## config.mk

```make
export PLATFORM = sky130hd
export DESIGN_NAME = param_code_lock_flat
export DESIGN_NICKNAME = d
export VERILOG_FILES = /design/src/rtl/param_code_lock_pkg.sv /design/src/rtl/param_code_lock_if.sv /design/src/rtl/param_code_lock_digit_shift_buf.sv /design/src/rtl/param_code_lock.sv /design/src/flat_wrapper.sv
export SDC_FILE = /design/constraint.sdc
export NUM_CORES = 1
export LEC_CHECK = 0
export CORE_MARGIN = 5
export CORE_UTILIZATION = 50
export CTS_CLUSTER_SIZE = 16
export DETAILED_ROUTE_END_ITERATION = 12
export PLACE_DENSITY_LB_ADDON = 0.12
export SLEW_MARGIN = 20
export SYNTH_ARGS = -nofsm -noshare
export SYNTH_HDL_FRONTEND = slang
export SYNTH_SLANG_ARGS = --single-unit
```

## constraint.sdc

```tcl
create_clock -name clk -period 2.3 [get_ports clk]
set_clock_uncertainty 0.2 [all_clocks]
set_input_delay 0.345 -clock clk [delete_from_list [all_inputs] [get_ports clk]]
set_output_delay 0.345 -clock clk [all_outputs]
set_load 0.01 [all_outputs]
```

## src/rtl/param_code_lock_pkg.sv

```systemverilog
// Shared types and helpers for the parametrised keypad code lock.
// Latency: n/a (types and constant functions only).
// Backpressure: n/a.
package param_code_lock_pkg;

  typedef enum logic [1:0] {
    ENTRY   = 2'd0,
    OPEN    = 2'd1,
    PROGRAM = 2'd2,
    LOCKOUT = 2'd3
  } lock_state_t;

  // Width of the shared down-counter. It is loaded with (cycles - 1), so
  // clog2 of the largest cycle count is enough.
  function automatic int timer_w(input int a, input int b, input int c);
    int m;
    m = a;
    if (b > m) m = b;
    if (c > m) m = c;
    return (m < 2) ? 1 : $clog2(m);
  endfunction

endpackage

```

## src/rtl/param_code_lock_if.sv

```systemverilog
// Keypad-side and actuator-side signals of the code lock, bundled.
// Latency: n/a (wiring only).
// Backpressure: none; all inputs are single-cycle strobes with no ready.
// master: keypad decoder / test driver. slave: param_code_lock.
interface param_code_lock_if #(
  parameter int DIGIT_W  = 4,
  parameter int CODE_LEN = 4
);
  logic [DIGIT_W-1:0]              digit_in;
  logic                            digit_valid;
  logic                            enter;
  logic                            clear;
  logic                            prog_req;
  logic                            unlocked;
  logic                            lockout;
  logic                            fail_pulse;
  logic                            prog_done;
  logic [$clog2(CODE_LEN+1)-1:0]   digit_cnt;

  modport master (
    output digit_in, digit_valid, enter, clear, prog_req,
    input  unlocked, lockout, fail_pulse, prog_done, digit_cnt
  );

  modport slave (
    input  digit_in, digit_valid, enter, clear, prog_req,
    output unlocked, lockout, fail_pulse, prog_done, digit_cnt
  );
endinterface

```

## src/rtl/param_code_lock_digit_shift_buf.sv

```systemverilog
// Digit shift buffer: newest digit enters the LS slice, saturating count, overflow flag.
// Latency: 1 cycle (buffer, count and flag are registered).
// Backpressure: none; flush has priority over shift_en.
// Ports: clk, rst, flush, shift_en, din -> buf_dat, cnt, ovf.
module digit_shift_buf #(
  parameter int DIGIT_W  = 4,
  parameter int CODE_LEN = 4
) (
  input  logic                            clk,
  input  logic                            rst,
  input  logic                            flush,
  input  logic                            shift_en,
  input  logic [DIGIT_W-1:0]              din,
  output logic [CODE_LEN*DIGIT_W-1:0]     buf_dat,
  output logic [$clog2(CODE_LEN+1)-1:0]   cnt,
  output logic                            ovf
);
  localparam int CNT_W  = $clog2(CODE_LEN+1);
  localparam int CODE_W = CODE_LEN*DIGIT_W;
  localparam logic [CNT_W-1:0] FULL_CNT = CNT_W'(CODE_LEN);

  always_ff @(posedge clk) begin
    if (rst || flush) begin
      buf_dat <= '0;
      cnt     <= '0;
      ovf     <= 1'b0;
    end else if (shift_en) begin
      // Shift keeps working past CODE_LEN; the overflow flag is what
      // makes such an entry unusable.
      buf_dat <= (buf_dat << DIGIT_W) | CODE_W'(din);
      if (cnt == FULL_CNT) begin
        ovf <= 1'b1;
      end else begin
        cnt <= cnt + 1'b1;
      end
    end
  end

endmodule

```

## src/rtl/param_code_lock.sv

```systemverilog
// Keypad code lock: digit entry, compare on enter, lockout, entry timeout, unlock window, reprogramming.
// Latency: all outputs registered, valid the cycle after the causing input.
// Backpressure: none; inputs arriving in LOCKOUT or dropped by priority (clear > enter > digit) are lost.
// Ports: clk, rst (sync, active-high), bus (param_code_lock_if.slave).
module param_code_lock
  import param_code_lock_pkg::*;
#(
  parameter int                          DIGIT_W      = 4,
  parameter int                          CODE_LEN     = 4,
  parameter logic [CODE_LEN*DIGIT_W-1:0] DEFAULT_CODE = 16'h0568,
  parameter int                          MAX_FAILS    = 3,
  parameter int                          LOCKOUT_CYC  = 1024,
  parameter int                          TIMEOUT_CYC  = 4096,
  parameter int                          UNLOCK_CYC   = 256
) (
  input  logic                 clk,
  input  logic                 rst,
  param_code_lock_if.slave     bus
);
  localparam int CNT_W  = $clog2(CODE_LEN+1);
  localparam int CODE_W = CODE_LEN*DIGIT_W;
  localparam int FAIL_W = $clog2(MAX_FAILS+1);
  localparam int TMR_W  = timer_w(LOCKOUT_CYC, TIMEOUT_CYC, UNLOCK_CYC);

  localparam logic [CNT_W-1:0]  FULL_CNT     = CNT_W'(CODE_LEN);
  localparam logic [FAIL_W-1:0] LAST_FAIL    = FAIL_W'(MAX_FAILS-1);
  localparam logic [TMR_W-1:0]  LOCKOUT_LOAD = TMR_W'(LOCKOUT_CYC-1);
  localparam logic [TMR_W-1:0]  TIMEOUT_LOAD = TMR_W'(TIMEOUT_CYC-1);
  localparam logic [TMR_W-1:0]  UNLOCK_LOAD  = TMR_W'(UNLOCK_CYC-1);

  lock_state_t          state;
  logic [CODE_W-1:0]    code_reg;
  logic [CODE_W-1:0]    buf_dat;
  logic [CNT_W-1:0]     cnt;
  logic                 ovf;
  logic [FAIL_W-1:0]    fail_cnt;
  logic [TMR_W-1:0]     timer;
  logic                 unlocked_q;
  logic                 lockout_q;
  logic                 fail_q;
  logic                 prog_q;

  logic                 entry_like;
  logic                 ent_act;
  logic                 dig_act;
  logic                 timeout_fire;
  logic                 full_ok;
  logic                 buf_flush;
  logic                 buf_shift;

  always_comb begin
    entry_like   = (state == ENTRY) || (state == PROGRAM);
    ent_act      = bus.enter && !bus.clear;
    dig_act      = bus.digit_valid && !bus.clear && !bus.enter;
    // Timer reaches zero only after TIMEOUT_CYC consecutive idle cycles
    // since the last accepted digit.
    timeout_fire = entry_like && (cnt != '0) && (timer == '0) &&
                   !bus.clear && !bus.enter && !bus.digit_valid;
    full_ok      = (cnt == FULL_CNT) && !ovf;
    // Outside ENTRY/PROGRAM the buffer is held empty.
    buf_flush    = !entry_like || bus.clear || ent_act || timeout_fire;
    buf_shift    = entry_like && dig_act;
  end

  digit_shift_buf #(
    .DIGIT_W  (DIGIT_W),
    .CODE_LEN (CODE_LEN)
  ) u_buf (
    .clk      (clk),
    .rst      (rst),
    .flush    (buf_flush),
    .shift_en (buf_shift),
    .din      (bus.digit_in),
    .buf_dat  (buf_dat),
    .cnt      (cnt),
    .ovf      (ovf)
  );

  always_ff @(posedge clk) begin
    if (rst) begin
      state      <= ENTRY;
      code_reg   <= DEFAULT_CODE;
      fail_cnt   <= '0;
      timer      <= '0;
      unlocked_q <= 1'b0;
      lockout_q  <= 1'b0;
      fail_q     <= 1'b0;
      prog_q     <= 1'b0;
    end else begin
      fail_q <= 1'b0;
      prog_q <= 1'b0;
      case (state)
        ENTRY: begin
          if (bus.clear) begin
            // buffer flush only
          end else if (bus.enter) begin
            if (full_ok && (buf_dat == code_reg)) begin
              state      <= OPEN;
              timer      <= UNLOCK_LOAD;
              fail_cnt   <= '0;
              unlocked_q <= 1'b1;
            end else begin
              fail_q   <= 1'b1;
              fail_cnt <= fail_cnt + 1'b1;
              if (fail_cnt == LAST_FAIL) begin
                state     <= LOCKOUT;
                timer     <= LOCKOUT_LOAD;
                lockout_q <= 1'b1;
              end
            end
          end else if (bus.digit_valid) begin
            timer <= TIMEOUT_LOAD;
          end else if ((cnt != '0) && (timer != '0)) begin
            timer <= timer - 1'b1;
          end
        end

        OPEN: begin
          // clear outranks enter, so clear+enter keeps the lock open;
          // a program request in the final open cycle still wins over expiry.
          if (ent_act) begin
            state      <= ENTRY;
            unlocked_q <= 1'b0;
          end else if (bus.prog_req) begin
            state      <= PROGRAM;
            unlocked_q <= 1'b0;
          end else if (timer == '0) begin
            state      <= ENTRY;
            unlocked_q <= 1'b0;
          end else begin
            timer <= timer - 1'b1;
          end
        end

        PROGRAM: begin
          if (bus.clear) begin
            state <= ENTRY;
          end else if (bus.enter) begin
            if (full_ok) begin
              code_reg <= buf_dat;
              prog_q   <= 1'b1;
            end
            state <= ENTRY;
          end else if (bus.digit_valid) begin
            timer <= TIMEOUT_LOAD;
          end else if (timeout_fire) begin
            state <= ENTRY;
          end else if ((cnt != '0) && (timer != '0)) begin
            timer <= timer - 1'b1;
          end
        end

        LOCKOUT: begin
          if (timer == '0) begin
            state     <= ENTRY;
            fail_cnt  <= '0;
            lockout_q <= 1'b0;
          end else begin
            timer <= timer - 1'b1;
          end
        end

        default: begin
          state <= ENTRY;
        end
      endcase
    end
  end

  assign bus.unlocked   = unlocked_q;
  assign bus.lockout    = lockout_q;
  assign bus.fail_pulse = fail_q;
  assign bus.prog_done  = prog_q;
  assign bus.digit_cnt  = cnt;

endmodule

```

## src/flat_wrapper.sv

```systemverilog
// flat-port wrapper written by rule: the top's interface ports become plain ports
module param_code_lock_flat import param_code_lock_pkg::*;
#(
  parameter int                          DIGIT_W      = 4,
  parameter int                          CODE_LEN     = 4,
  parameter logic [CODE_LEN*DIGIT_W-1:0] DEFAULT_CODE = 16'h0568,
  parameter int                          MAX_FAILS    = 3,
  parameter int                          LOCKOUT_CYC  = 1024,
  parameter int                          TIMEOUT_CYC  = 4096,
  parameter int                          UNLOCK_CYC   = 256
)
  (clk, rst, bus_digit_in, bus_digit_valid, bus_enter, bus_clear, bus_prog_req, bus_unlocked, bus_lockout, bus_fail_pulse, bus_prog_done, bus_digit_cnt);
  param_code_lock_if #(.DIGIT_W(DIGIT_W), .CODE_LEN(CODE_LEN)) bus_i ();
  input  logic clk;
  input  logic rst;
  input wire logic [$bits(bus_i.digit_in)-1:0] bus_digit_in;
  input wire logic [$bits(bus_i.digit_valid)-1:0] bus_digit_valid;
  input wire logic [$bits(bus_i.enter)-1:0] bus_enter;
  input wire logic [$bits(bus_i.clear)-1:0] bus_clear;
  input wire logic [$bits(bus_i.prog_req)-1:0] bus_prog_req;
  output wire logic [$bits(bus_i.unlocked)-1:0] bus_unlocked;
  output wire logic [$bits(bus_i.lockout)-1:0] bus_lockout;
  output wire logic [$bits(bus_i.fail_pulse)-1:0] bus_fail_pulse;
  output wire logic [$bits(bus_i.prog_done)-1:0] bus_prog_done;
  output wire logic [$bits(bus_i.digit_cnt)-1:0] bus_digit_cnt;
  assign bus_i.digit_in = bus_digit_in;
  assign bus_i.digit_valid = bus_digit_valid;
  assign bus_i.enter = bus_enter;
  assign bus_i.clear = bus_clear;
  assign bus_i.prog_req = bus_prog_req;
  assign bus_unlocked = bus_i.unlocked;
  assign bus_lockout = bus_i.lockout;
  assign bus_fail_pulse = bus_i.fail_pulse;
  assign bus_prog_done = bus_i.prog_done;
  assign bus_digit_cnt = bus_i.digit_cnt;
  param_code_lock #(.DIGIT_W(DIGIT_W), .CODE_LEN(CODE_LEN), .DEFAULT_CODE(DEFAULT_CODE), .MAX_FAILS(MAX_FAILS), .LOCKOUT_CYC(LOCKOUT_CYC), .TIMEOUT_CYC(TIMEOUT_CYC), .UNLOCK_CYC(UNLOCK_CYC)) u_core (.clk(clk), .rst(rst), .bus(bus_i));
endmodule
```

# Word-level counts from Yosys, hierarchy flattened
# Index checks and enable logic that the tools add are counted.
# Widths: inputs -> output; s select.
[totals]
in_bits = 10
register_bits = 56
[op_classes]
reduce_logical = 38
addsub = 3
muxes = 45
bitwise = 6
n_eq_ne = 22
[ops]
columns = ["cell", "n"]
rows = [
  ["$mux 12", 13],
  ["$pmux 12 s4", 1],
  ["$mux 2", 15],
  ["$ne 2x2->1 const B", 9],
  ["$eq 16x16->1", 1],
  ["$or 16x4->16", 1],
  ["$logic_and 1x1->1", 12],
  ["$logic_not 12->1", 1],
  ["$mux 1", 12],
  ["$reduce_bool 12->1", 1],
  ["$sub 12x1->12 const B", 1],
  ["$reduce_and 5->1", 2],
  ["$ne 4x4->1 const B", 2],
  ["$pmux 2 s4", 1],
  ["$reduce_and 4->1", 2],
  ["$reduce_or 4->1", 2],
  ["$reduce_and 7->1", 1],
  ["$eq 2x2->1 const B", 3],
  ["$ne 3x3->1 const B", 2],
  ["$reduce_and 6->1", 1],
  ["$logic_not 1->1", 5],
  ["$logic_or 1x1->1", 5],
  ["$not 1->1", 5],
  ["$ne 4x2->1 const B", 1],
  ["other kinds (12)", 15],
]

# Depth between registers and ports, before layout
# Gate-level depths: netlist of the first run.
[logic_depth]
ltp_word = 12
ltp_mapped = 9
ltp_nobuf = 8

# Hierarchy
# A second synthesis of the first run with hierarchy kept.
[unflattened]
cells_unflattened = 330
hier_area_um2 = 2971.6
[modules_own_cells]
columns = ["mod", "seq_area_each_um2", "cells_per_inst", "n_inst", "area_each_um2"]
rows = [
  ["param_code_lock", 720.7, 257, 1, 2179.6],
  ["digit_shift_buf", 400.4, 73, 1, 792.0],
]

# Least setup slack after synthesis of the first run
# OpenSTA, ideal clock, no wires.
[synth_path]
path_kind = "reg-to-reg"
from = "reg u_core.u_buf.cnt[0]"
to = "reg u_core.timer[1]"
t_arrival_ns = 2.189
slack_ns = -0.208
stages_incl_launch_ff = 10
synth_period_minus_slack_ns = 2.508
cell_sequence = "dfxtp_1 > inv_1 > ha_1 > nand3b_1 > or4_4 > nor3_4 > a211oi_1 > or2_0 > buf_6 > o221a_1"
[synth_between]
elab_chain_cells = 8
[synth_lines]
columns = ["element", "line_no", "rtl"]
rows = [
  ["start: declaration", "param_code_lock_digit_shift_buf.sv:15", "output logic [$clog2(CODE_LEN+1)-1:0] cnt,"],
  ["start signal: assignment", "param_code_lock_digit_shift_buf.sv:34", "cnt <= cnt + 1'b1;"],
  ["$reduce_bool 3->1", "param_code_lock.sv:57, param_code_lock.sv:113, param_code_lock.sv:148", ""],
  ["$logic_and 1x1->1 (on tied branches)", "param_code_lock.sv:113, param_code_lock.sv:148, param_code_lock.sv:57", ""],
  ["$mux 12 / $logic_and 1x1->1 (equally long branches) (4 in a row)", "--", ""],
  ["$mux 12 / $ne 3x3->1 (equally long branches)", "--", ""],
  ["$pmux 12 s4 / $reduce_and 7->1 (equally long branches)", "--", ""],
  ["end signal: assignment", "param_code_lock.sv:114", "timer <= timer - 1'b1;"],
  ["end signal: assignment", "param_code_lock.sv:131", "timer <= timer - 1'b1;"],
  ["end signal: assignment", "param_code_lock.sv:149", "timer <= timer - 1'b1;"],
  ["end: declaration", "param_code_lock.sv:37", "logic [TMR_W-1:0] timer;"],
]
# Several ways; a longest one is shown, not always the timed one. The select of a mux whose other input is x is not followed.
# A chain may end at the register's enable or synchronous reset.

# Worst setup path after layout of the first run
[layout_path]
from = "reg u_core.u_buf.cnt[1]"
to = "reg u_core.timer[6]"
# The elaborated chain is that of the path after synthesis.

==> impl_metrics.tcl, run 1 <==
set metrics [dict create \
    ys_ff_latch 56 \
    syn_area_sq_um 2950 \
    io_pins 17 \
    pwr-share-comb_pct 17.3 \
    syn_nets 373 \
    grt.overflow.total 0 \
    cts-root-buf "clkbuf_8" \
    portBuffers 16 \
    crit_fanout 8 \
    worstPathRequired_ns 2.31 \
    synth_top_flop_cell "dfxtp_1" \
    regToRegSetupSlack_ns 0.03 \
    pre_cts_ws_ns -0.0341 \
    hold_ws_ns 0.256 \
    dp_hpwl_microns 5230 \
    slew_viol_final 0 \
    die_y_microns 86.9 \
    period_share_pct 98.7 \
    syn_area_per_cell_sq_um 8.25 \
    antenna_found_initial 0 \
    fin_crit_ns 2.27 \
    die_w_microns 86.9 \
    final_antenna_net_count 0 \
    rsz0062_at_grt "yes" \
    worst-setup-path-type "reg -> reg" \
    worstSkewPairLatency_ns 0.31 \
    synth-compound-area-share_pct 18.4 \
    vias 2745 \
    grt_pass1_wl_microns 12400 \
    clkSlewWorstSetupHoldPaths_ns 0.10 \
    power_switching_w 0.000538 \
    switching_share_pct 28.3 \
    finish.utilization_pct 64.3 \
    peakVddDrop_uv 448 \
    drc 0 \
    wl_per_cell_microns 14.7 \
    synthSimpleGateAreaFrac_pct 26.0 \
    drt_iter0_drc 138 \
    core_sq_um 5820 \
    synth_fa_ha_area_share_pct 2.12 \
    synthArstFlopShare_pct 0 \
    startpoint "u_core.u_buf.cnt[1]" \
    reg2reg_depth 9 \
    hold_viol 0 \
    arrival_ns 2.28 \
    drtPass1Iterations 4 \
    start_util_pct 50.8 \
    p_per_area_nw_per_um2 508 \
    startpoint_type "flip-flop" \
    synth_top_family_by_area "simple AND/OR/NAND/NOR gates" \
    dieArea_sq_um 7540 \
    setup_ws_ns 0.0294 \
    diodes 0 \
    final_cells 490 \
    placedCellCount 479 \
    p_seq_share_pct 53.0 \
    relSlewSlack_pct 61.4 \
    numClockSinks 56 \
    cts_max_level 2 \
    place.gp.congestion 0.906 \
    ys_seq_area_share_pct 38.0 \
    status "complete, no violations" \
    p_clk_share_pct 29.8 \
    track_usage_pct 20.4 \
    clock_path_buffers 2 \
    tightest_slew_ns 0.574 \
    cts_tree "yes" \
    p_int_w 0.00136 \
    hp-class "reg -> reg" \
    setup_viol_count_final 0 \
    timing.rr.end "u_core.timer[6]" \
    routed_wl_microns 7200 \
    grt_pass1_vias 2762 \
    max-cap-violations 0 \
    worstReg2RegStart "u_core.u_buf.cnt[1]" \
    yosysWarnings 0 \
    viasPerCell 5.60 \
    synth_xor_area_share_pct 5.34 \
    synth_cells 358 \
    max_freq_ghz 0.440 \
    endpoint "u_core.timer[6]" \
    end_kind "flip-flop" \
    synth_mux_area_share_pct 5.42 \
    drive_gt1_share_pct 21.7 \
    area_growth_pct 26.7 \
    grt_max_degree 21 \
    synth-edff-count 0 \
    cts-buffers-inserted 5 \
    row_count 28 \
    cts_hold_buffers 0 \
    power_leakage_nw 1.48 \
    yosysUniqueCellTypes 63 \
    final_nets 429 \
]
-- power groups by stage --
stage	logic, W	registers [W]	clock network, W
after global routing	0.000358	0.00101	0.000616
after CTS	0.000321	0.00101	0.000587
after global placement	0.000316	0.00103	0
final	0.000328	0.00101	0.000566
after floorplan	0.000178	0.00103	0
after detailed placement	0.000317	0.00103	0
-- kinds of logic (layout without fill, tap and decap cells) --
| kind of cell | after synthesis | in the layout |
|---|---|---|
| compound gates | 76 | 76 |
| xor+xnor | 18 | 18 |
| fa+ha+maj | 5 | 5 |
| buf+inv | 34 | 91 |
| flops | 56 | 56 |
| mux | 16 | 16 |
| simple gates | 153 | 153 |
-- synthesized netlist by cell type (6+ instances only) --
| library cell | count | share of area (%) |
|---|---|---|
| a211oi_1 | 6 | 1.5 |
| a21oi_1 | 29 | 4.9 |
| clkbuf_1 | 16 | 2.0 |
| dfxtp_1 | 56 | 38 |
| inv_1 | 11 | 1.4 |
| mux2i_1 | 16 | 5.4 |
| nand2_1 | 58 | 7.4 |
| nand3_1 | 12 | 2.0 |
| nand4_1 | 6 | 1.3 |
| nor2_1 | 27 | 3.4 |
| nor3_1 | 16 | 2.7 |
| xnor2_1 | 13 | 3.9 |
-- through the flow --
stage	total power (W)	setup TNS, ns	area (sq um)
2_1_floorplan	0.00121	-0.0304	3000
3_3_place_gp	0.00134	-0.0522	3590
3_5_place_dp	0.00135	-0.214	3590
4_1_cts	0.00191	0	3700
5_1_grt	0.00198	-0.409	3740
6_report	0.00190	0	3740
-- critical path, stage by stage, from the launching register on --
cell and delay (ns):
dfxtp_2 0.34, inv_2 0.06, ha_4 0.13, nand3b_1 0.09, or4_4 0.44, nor3_4 0.16
a211oi_2 0.10, or2_0 0.24, buf_6 0.15, o221a_1 0.26
-- layout make-up --
cell class	count	area, sq um
clock inverters	3	26.3
multi-input cells	268	1760
clock buffers	5	68.8
fillers	530	2080
well taps	75	93.8
inverters	11	41.3
flip-flops and latches	56	1130
repair buffers	72	626
-- worst min-delay path by stage --
stage,startpoint,to,cells after the start
2_1_floorplan,u_core.u_buf.ovf,u_core.u_buf.ovf,2
3_3_place_gp,u_core.u_buf.ovf,u_core.u_buf.ovf,2
3_5_place_dp,u_core.fail_cnt[0],u_core.fail_cnt[0],2
4_1_cts,u_core.fail_cnt[0],u_core.fail_cnt[0],2
5_1_grt,u_core.u_buf.ovf,u_core.u_buf.ovf,2
6_report,u_core.fail_cnt[0],u_core.fail_cnt[0],2
-- placed cells by master, fill, tap and decap left out, types with 3 or more instances in the layout --
master and instances:
a31oi_1 4, inv_2 3, and2_1 4, a211oi_1 5, buf_4 51, buf_12 3, ha_1 3, nor2_1 27
nor4_1 4, clkdlybuf4s50_1 16, a21oi_1 27, dfxtp_1 52, nor3_1 16, nand2b_1 3, dfxtp_2 4, inv_1 8
nor2b_1 4, xor2_1 5, nand3_1 12, o221a_1 5, clkbuf_8 5, o21ai_0 5, nand4_1 6, xnor2_1 13
mux2i_1 16, nand2_1 58
-- per-layer routing --
metal  share of wire, %  vias up  global-route usage, %
met2                 50       56                   36.5
li1                   -     1387                      -
met1                 44     1288                   24.9
met4                2.0        0                   7.22
met5                  0        -                      0
met3                4.0       14                   2.55
-- repair_timing --
item / in CTS / in global routing
endpoints found under the setup margin: 7 / 12
pin swaps: 2 / 1
setup buffers: 1 / 2
gates cloned: 0 / 0
resized for setup: 2 / 5
Note: power is estimated with default switching activity, not from simulation.
==> run 2, diff against run 1 <==
--- a/config.mk
+++ b/config.mk
@@ -7,9 +7,11 @@
 export LEC_CHECK = 0
 export CORE_MARGIN = 5
 export CORE_UTILIZATION = 50
+export CTS_BUF_LIST = sky130_fd_sc_hd__clkbuf_8 sky130_fd_sc_hd__clkbuf_16
 export CTS_CLUSTER_SIZE = 16
 export DETAILED_ROUTE_END_ITERATION = 12
 export PLACE_DENSITY_LB_ADDON = 0.12
+export SETUP_SLACK_MARGIN = 0.15
 export SLEW_MARGIN = 20
 export SYNTH_ARGS = -nofsm -noshare
 export SYNTH_HDL_FRONTEND = slang
==> run 2 against run 1 <==
  * Die area unchanged
  * Setup slack lost 0.049 ns
  * Critical path type unchanged
  * Utilization up 4.0 points
  * Routed wire length up 8.6%
  * Clock power fell by 3.9%
  * Design area grew 6.2%
  * The flow now finishes with violations (setup timing)
  * Cell count increased by 2.7%
  * Worst hold slack gained 0.019 ns
  * Highest routed layer unchanged
  * Via count rose by 4.8%
  * Count of clock-buffer cells in the layout stayed put
==> impl_metrics.tcl, run 2 (synthesis results as in run 1) <==
set metrics [dict create \
    status "finished, violations left" \
    violations "setup timing" \
    drc 0 \
    rsz0062_at_grt "yes" \
    drt_iter0_drc 158 \
    relSlewSlack_pct 56.5 \
    setup_ws_ns -0.0201 \
    routed_wl_microns 7820 \
    end_kind "flip-flop" \
    multi_input_area_sq_um 1870 \
    diodes 0 \
    peakVddDrop_uv 445 \
    whs_endpoint "u_core.u_buf.ovf" \
    grt_pass1_vias 2897 \
    vias 2877 \
    hold_viol 0 \
    slew_viol_final 0 \
    worstReg2RegStart "u_core.u_buf.cnt[0]" \
    timing.rr.end "u_core.timer[11]" \
    die_y_microns 86.9 \
    cts_max_level 2 \
    worstSkewPairLatency_ns 0.32 \
    core_sq_um 5820 \
    track_usage_pct 21.6 \
    path_cells "inv_2 > ha_4 > nand3b_1 > or4_4 > nor3_4 > a211oi_2 > buf_4 > buf_6 > a311oi_2 > o32ai_1" \
    cts_tree "yes" \
    startpoint_type "flip-flop" \
    p_per_area_nw_per_um2 483 \
    reg2reg_depth 10 \
    fin_crit_ns 2.32 \
    die_w_microns 86.9 \
    portBuffers 16 \
    row_count 28 \
    fin_area_sq_um 3970 \
    pre_cts_ws_ns -0.0635 \
    clock_path_buffers 2 \
    final_antenna_net_count 0 \
    place_area_sq_um 3620 \
    worstPathRequired_ns 2.30 \
    finish.utilization_pct 68.3 \
    start_util_pct 50.8 \
    dp_hpwl_microns 5310 \
    dieArea_sq_um 7540 \
    regArea_sq_um 1130 \
    antenna_found_initial 0 \
    crit_fanout 6 \
    grt_max_degree 18 \
    grt_pass1_wl_microns 13100 \
    layout_commonest_cell "buf_4" \
    wl_per_cell_microns 15.5 \
    drtPass1Iterations 4 \
    tightest_slew_ns 0.647 \
    drive_gt1_share_pct 29.7 \
    critical_path.max_stage_delay_ns 0.44 \
    regToRegSetupSlack_ns -0.02 \
    hold_ws_ns 0.275 \
    area_growth_pct 34.5 \
    final_cell_mix "56 x buf_4, 55 x nand2_1, 52 x dfxtp_1, 26 x nor2_1, 24 x a21oi_1" \
    cts-buffers-inserted 5 \
    cts-root-buf "clkbuf_8" \
    fillCellCount 515 \
    arrival_ns 2.32 \
    max_freq_ghz 0.431 \
    slowest_stage "or4_4" \
    io_pins 17 \
    final_nets 442 \
    numClockSinks 56 \
    viasPerCell 5.72 \
    hp-class "reg -> reg" \
    place.gp.congestion 0.914 \
    holdCritStartpoint "u_core.u_buf.ovf" \
    grt.overflow.total 0 \
    period_share_pct 101 \
    power_leakage_nw 1.59 \
    max-cap-violations 0 \
    finalPower_w 0.00192 \
    whs_path_depth 2 \
    setup_viol_count_final 4 \
    clkSlewWorstSetupHoldPaths_ns 0.10 \
    worst-setup-path-type "reg -> reg" \
]
[run 2: routing by layer]
metal	vias up	share of wire (%)	track usage, %
met5	-	0	0
li1	1421	-	-
met1	1368	44	26.2
met2	73	49	36.6
met3	15	4.5	4.35
met4	0	1.9	9.63
[run 2: metrics by stage]
step                instances  TNS [ns]
floorplan                 358   -0.0303
global placement          484    -0.209
detailed placement        484    -0.378
CTS                       501    -0.197
global route              503     -1.46
finish                    503   -0.0518
[run 2: how the worst max path moves through the flow]
stage                                    from          endpoint  cells after the start
after global placement    u_core.u_buf.cnt[0]   u_core.timer[1]                      9
after detailed placement  u_core.u_buf.cnt[0]   u_core.timer[3]                      8
after global routing      u_core.u_buf.cnt[0]  u_core.timer[11]                     10
after floorplan               u_core.timer[0]   u_core.timer[3]                      8
final                     u_core.u_buf.cnt[0]  u_core.timer[11]                     10
after CTS                 u_core.u_buf.cnt[0]   u_core.timer[1]                      9
[run 2: power by group]
| group | total (W) | internal (W) | switching, W |
|---|---|---|---|
| sequential | 0.00101 | 0.000989 | 0.0000181 |
| combinational | 0.000367 | 0.000169 | 0.000198 |
| clock | 0.000544 | 0.000214 | 0.000330 |
| total | 0.00192 | 0.00137 | 0.000546 |
[run 2: layout make-up]
cell class	count	area share (%)
clock buffer	5	1.73
clock inverter	3	0.441
inverter	11	1.04
multi-input combinational	268	47.1
sequential	56	28.3
tap	75	2.36
timing repair buffer	85	18.9
[run 2: critical path: cells and delay by family, from the launching register on]
kind | cells | cell delay (ns)
fa+ha+maj | 1 | 0.14
flops | 1 | 0.33
compound gates | 3 | 0.45
simple gates | 3 | 0.71
buf+inv | 3 | 0.35
[run 2: what timing repair did]
item	4_1_cts	5_1_grt
hold buffers	0	0
setup endpoints to repair	16	55
gates resized for setup	21	22
pin swaps	18	12
cloned	2	1
setup buffers	7	1
